## src/rtl/imem_loader_pkg.sv

```systemverilog
// Shared definitions for the instruction-memory loader: FSM encoding and
// byte-stream framing constants.
package imem_loader_pkg;

    typedef enum logic [2:0] {
        S_IDLE,
        S_HDR,
        S_DATA,
        S_WRITE,
        S_DONE,
        S_ERR
    } state_t;

    localparam int BYTES_PER_WORD = 4;

    // Header and instruction words arrive most-significant byte first.
    localparam bit HDR_MSB_FIRST = 1'b1;

endpackage

```

## src/rtl/imem_loader_byte_packer.sv

```systemverilog
// Assembles accepted stream bytes into 32-bit words; word_valid marks the
// cycle in which the final byte of a word is being accepted.
module imem_loader_byte_packer
    import imem_loader_pkg::*;
(
    input  logic        CLK,
    input  logic        RST,
    input  logic        clr,
    input  logic        accept,
    input  logic [7:0]  byte_in,
    output logic [31:0] word,
    output logic        word_valid
);

    logic [1:0]  byte_cnt_reg;
    logic [23:0] shift_reg;

    // The completed word includes the byte being accepted this cycle, so the
    // FSM can capture it on the same edge without an extra stage.
    assign word       = HDR_MSB_FIRST ? {shift_reg, byte_in} : {byte_in, shift_reg};
    assign word_valid = accept && (byte_cnt_reg == 2'(BYTES_PER_WORD - 1));

    always_ff @(posedge CLK or negedge RST) begin
        if (!RST) begin
            byte_cnt_reg <= '0;
            shift_reg    <= '0;
        end else if (clr) begin
            byte_cnt_reg <= '0;
            shift_reg    <= '0;
        end else if (accept) begin
            byte_cnt_reg <= byte_cnt_reg + 2'd1;
            shift_reg    <= HDR_MSB_FIRST ? word[23:0] : word[31:8];
        end
    end

endmodule

```

## src/rtl/imem_loader.sv

```systemverilog
// Streams a length-prefixed instruction image into IMem through its write
// port, holding the core in reset until the whole image has been written.
module imem_loader
    import imem_loader_pkg::*;
#(
    parameter int DEPTH_WORDS = 256,
    parameter int ADDR_W      = 8,
    parameter int BASE_ADDR   = 0
) (
    input  logic              CLK,
    input  logic              RST,
    input  logic              start,
    input  logic [7:0]        rx_data,
    input  logic              rx_valid,
    output logic              rx_ready,
    output logic [31:0]       W_Ins,
    output logic [ADDR_W-1:0] W_Addr,
    output logic              WE,
    output logic              core_hold,
    output logic              busy,
    output logic              done,
    output logic              err
);

    localparam int               CNT_W = $clog2(DEPTH_WORDS + 1);
    localparam logic [ADDR_W-1:0] BASE  = ADDR_W'(BASE_ADDR);

    state_t             state_reg, state_next;
    logic [CNT_W-1:0]   remaining_reg;
    logic [ADDR_W-1:0]  addr_reg;
    logic [31:0]        ins_reg;
    logic               core_hold_reg, core_hold_next;
    logic               start_ok;
    logic               accept;
    logic               word_valid;
    logic [31:0]        packed_word;

    assign start_ok = start && (state_reg == S_IDLE || state_reg == S_DONE ||
                                state_reg == S_ERR);
    assign accept   = rx_valid && rx_ready;

    imem_loader_byte_packer u_packer (
        .CLK        (CLK),
        .RST        (RST),
        .clr        (start_ok),
        .accept     (accept),
        .byte_in    (rx_data),
        .word       (packed_word),
        .word_valid (word_valid)
    );

    always_comb begin
        state_next = state_reg;
        case (state_reg)
            S_IDLE, S_DONE, S_ERR: begin
                if (start) state_next = S_HDR;
            end
            S_HDR: begin
                if (word_valid) begin
                    if (packed_word == 32'd0)                    state_next = S_DONE;
                    else if (packed_word > 32'(DEPTH_WORDS))     state_next = S_ERR;
                    else                                         state_next = S_DATA;
                end
            end
            S_DATA: begin
                if (word_valid) state_next = S_WRITE;
            end
            S_WRITE: begin
                state_next = (remaining_reg == CNT_W'(1)) ? S_DONE : S_DATA;
            end
            default: state_next = S_IDLE;
        endcase
        // Release lags S_DONE entry by one cycle; a restart re-asserts at once.
        core_hold_next = !(state_reg == S_DONE && state_next == S_DONE);
    end

    always_ff @(posedge CLK or negedge RST) begin
        if (!RST) begin
            state_reg     <= S_IDLE;
            remaining_reg <= '0;
            addr_reg      <= BASE;
            ins_reg       <= '0;
            core_hold_reg <= 1'b1;
        end else begin
            state_reg     <= state_next;
            core_hold_reg <= core_hold_next;

            if (start_ok)
                addr_reg <= BASE;
            else if (state_reg == S_WRITE)
                addr_reg <= addr_reg + ADDR_W'(1);

            if (state_reg == S_HDR && word_valid)
                remaining_reg <= packed_word[CNT_W-1:0];
            else if (state_reg == S_WRITE)
                remaining_reg <= remaining_reg - CNT_W'(1);

            if (state_reg == S_DATA && word_valid)
                ins_reg <= packed_word;
        end
    end

    assign rx_ready  = (state_reg == S_HDR) || (state_reg == S_DATA);
    assign WE        = (state_reg == S_WRITE);
    assign busy      = (state_reg == S_HDR) || (state_reg == S_DATA) ||
                       (state_reg == S_WRITE);
    assign done      = (state_reg == S_DONE);
    assign err       = (state_reg == S_ERR);
    assign core_hold = core_hold_reg;
    assign W_Ins     = ins_reg;
    assign W_Addr    = addr_reg;

endmodule

```

## config.mk

```make
export PLATFORM = sky130hd
export DESIGN_NAME = imem_loader
export DESIGN_NICKNAME = d
export VERILOG_FILES = /design/src/rtl/imem_loader_pkg.sv /design/src/rtl/imem_loader_byte_packer.sv /design/src/rtl/imem_loader.sv
export SDC_FILE = /design/constraint.sdc
export NUM_CORES = 1
export LEC_CHECK = 0
export ABC_AREA = 0
export CELL_PAD_IN_SITES_DETAIL_PLACEMENT = 1
export CELL_PAD_IN_SITES_GLOBAL_PLACEMENT = 2
export CORE_MARGIN = 8
export CORE_UTILIZATION = 33
export DETAILED_ROUTE_END_ITERATION = 16
export PLACE_DENSITY_LB_ADDON = 0.1
export SETUP_SLACK_MARGIN = 0.5
export SLEW_MARGIN = 20
export SYNTH_ARGS = -nofsm -noshare
export SYNTH_HDL_FRONTEND = slang
export SYNTH_HIERARCHICAL = 1
export SYNTH_SLANG_ARGS = --single-unit
```

## constraint.sdc

```tcl
create_clock -name CLK -period 2.2 [get_ports CLK]
set_input_delay 0.33 -clock CLK [delete_from_list [all_inputs] [get_ports CLK]]
set_output_delay 0.33 -clock CLK [all_outputs]
set_load 0.02 [all_outputs]
```

==> metrics.cfg <==
[outcome]
status=complete, no violations

[logic_synthesis]
synth_fp_nets=315
synthTopCellsByArea=dfrtp_1 52%, mux2_4 12%, mux2i_1 6.7%, nor2_1 4.2%, buf_12 2.7%
synth_top_area_cell=dfrtp_1
ys_seq_elements=79
synth_top_family_by_area=multiplexers
synth_compound_area_frac=0.0437
synth-simple-area-share=0.141
seq_area_frac_synth=0.528
netlist_instances=299
synth_adder_area_share=0.0134
synth_warnings=6
ys.flop_type=dfrtp_1
synthMuxAreaShare=0.196
yosysUniqueCellTypes=46
async_reset_ff_frac=1.00
synth_xor_area_frac=0.0140
synth_top_area_share=0.521
syn_avg_cell_area_um2=12.5
synth-edff-count=0
syn-cell-area_um2=3750

[global_route]
overflow=0
grt_max_degree=59
gr-usage-all-layers=0.144
grt_pass1_wl_um=16500
antenna_found_initial=0
grt_pass1_vias=2950

[timing]
skew_ps=10.1
setup_viol=0
drv_slew=0
fin_crit_sh=0.967
fmax_mhz=470
tns_ps=0
hold_slack_ps=439
min_period_ps=2130
rsz0062_at_grt=yes
finalHoldViolCount=0
tightestPinTransition_ps=484
maxSlewHeadroom=0.675

[final_layout]
multi_input_area_um2=1660
largest_reg_flops=32
fillers=1185
regArea_um2=1980
fin_nets=403
syn_to_final_growth_pct=38.0
drive_gt1_frac=0.316
diodes=0

[worst_setup_path]
cp-startpoint=state_reg[1]
path_class=flop to flop
r2r_start=state_reg[1]
worstPathRequired_ps=2420
reg2reg_slack_ps=70
endpoint_kind=flop
cp.arrival_ps=2350
worst-r2r-cell-count=10
r2r-end=W_Ins[13]
crit_end=W_Ins[13]
worstSetupStartpointType=flop
crit_path_max_fanout=6

[placed_design]
post-dp-hpwl_um=6590
place.gp.congestion=0.744
port_buffers=57

[pwr]
p_leak_nw=2.39
ir_worst_vdd_mv=0.403
p_per_area_nw_per_um2=985
total_power_mw=5.09

[routing]
dr.pass1.iters=4
viasPerCell=4.97
vias=2659
drt_wl_total_um=10400
post_drt_wl_per_cell_um=19.5
detail_route.iter0.violations=124
drc=0
antenna_left=0

[floorplanning]
start_util=0.332
die_x_um=123
die_h_um=123
rows=39
ios=58
core_um2=11300
die_area_um2=15000

[clock_network]
h-tree-depth=3
cts_tree=yes
ctsRootBufferMaster=clkbuf_16
clkSinkCount=79
cts.reportedPaths.clkPinSlew_ps=70
cts.path.max_buffers=2
clkLatencyLatePin_ps=340
cts_buffers=9

[flow_run]
maxCapViolCount=0

[min_path]
min_path_type=input pin to asynchronous set/reset pin

-- placed cells by master (no fill, tap or decap), types with 4 or more instances in the layout --
| master | count |
|---|---|
| nor4_1 | 7 |
| mux2_4 | 32 |
| clkdlybuf4s50_1 | 41 |
| dlygate4sd2_1 | 9 |
| buf_6 | 8 |
| buf_16 | 4 |
| ha_1 | 4 |
| buf_12 | 4 |
| buf_4 | 27 |
| inv_1 | 4 |
| nor3_1 | 4 |
| nand4_1 | 7 |
| o211ai_1 | 4 |
| mux2i_1 | 25 |
| nand2_2 | 6 |
| nand2_1 | 8 |
| nor2_1 | 41 |
| clkbuf_16 | 9 |
| nand3_1 | 9 |
| dfrtp_1 | 77 |
-- where the power goes --
part / total [mW] / internal (mW) / switching [mW] / leakage (nW)
Clock: 1.55 / 0.914 / 0.632 / 0.145
Sequential: 2.25 / 1.80 / 0.457 / 1.04
Combinational: 1.29 / 0.596 / 0.697 / 1.21
-- synthesized netlist by cell type, drive strengths merged, types with 4 or more instances --
| master | number |
|---|---|
| nand2b | 4 |
| nand3 | 9 |
| inv | 5 |
| a21oi | 4 |
| mux2i | 25 |
| dfrtp | 78 |
| nor2 | 43 |
| nor4 | 8 |
| ha | 4 |
| o211ai | 4 |
| nor3 | 6 |
| nand4 | 7 |
| buf | 21 |
| mux2 | 33 |
| nand2 | 14 |
-- critical path, cell delays in order (launching register included) --
cell and delay (ps):
dfrtp_1 400, nand2b_4 170, a21oi_4 140, and2_4 150
and2_4 130, nor2b_4 140, and3b_2 210, buf_6 110
buf_6 120, buf_12 140, mux2_4 300
-- per-layer routing --
| metal | GRT usage | vias to the layer above | wire length [µm] |
|---|---|---|---|
| met1 | 0.196 | 1365 | 5000 |
| met5 | 0 | - | 0 |
| li1 | - | 1222 | - |
| met4 | 0.0617 | 0 | 174 |
| met2 | 0.218 | 57 | 4850 |
| met3 | 0.0294 | 15 | 410 |
-- per-stage QoR --
stage | setup slack, ps | instances | instance area (µm²) | util
final | 72.3 | 535 | 5170 | 0.459
after global routing | 10.0 | 535 | 5170 | 0.459
after CTS | 94.9 | 530 | 5090 | 0.451
after detailed placement | -68.1 | 496 | 4500 | 0.400
after global placement | -29.8 | 496 | 4500 | 0.400
after floorplan | -266 | 299 | 3810 | -
-- repair_timing --
item	in CTS	in global routing
gates resized for setup	45	16
endpoints found under the setup margin	82	76
hold buffers	1	0
setup buffers	13	5
pin swaps	4	7
cloned	4	0
endpoints found under the hold margin	20	0
-- area by class of cell --
class                      instances  share of cell area
clock buffer                      10              0.0462
clock inverter                     6              0.0131
inverter                           5             0.00363
multi-input combinational        193               0.322
sequential                        79               0.383
tap                              143              0.0346
timing repair buffer              99               0.198
-- how the worst min path moves through the flow --
stage | to | from
2_1_floorplan | W_Addr[0] | RST
3_3_place_gp | W_Ins[21] | RST
3_5_place_dp | W_Ins[21] | RST
4_1_cts | W_Ins[21] | RST
5_1_grt | W_Ins[28] | RST
6_report | W_Ins[28] | RST
-- logic make-up (layout without fill, tap and decap cells) --
group | Yosys count | in the layout
mux | 58 | 58
buf+inv | 27 | 120
xor+xnor | 6 | 6
flops | 79 | 79
compound gates | 22 | 22
simple gates | 103 | 103
fa+ha+maj | 4 | 4
No activity file was read; power rests on OpenSTA's default activity.
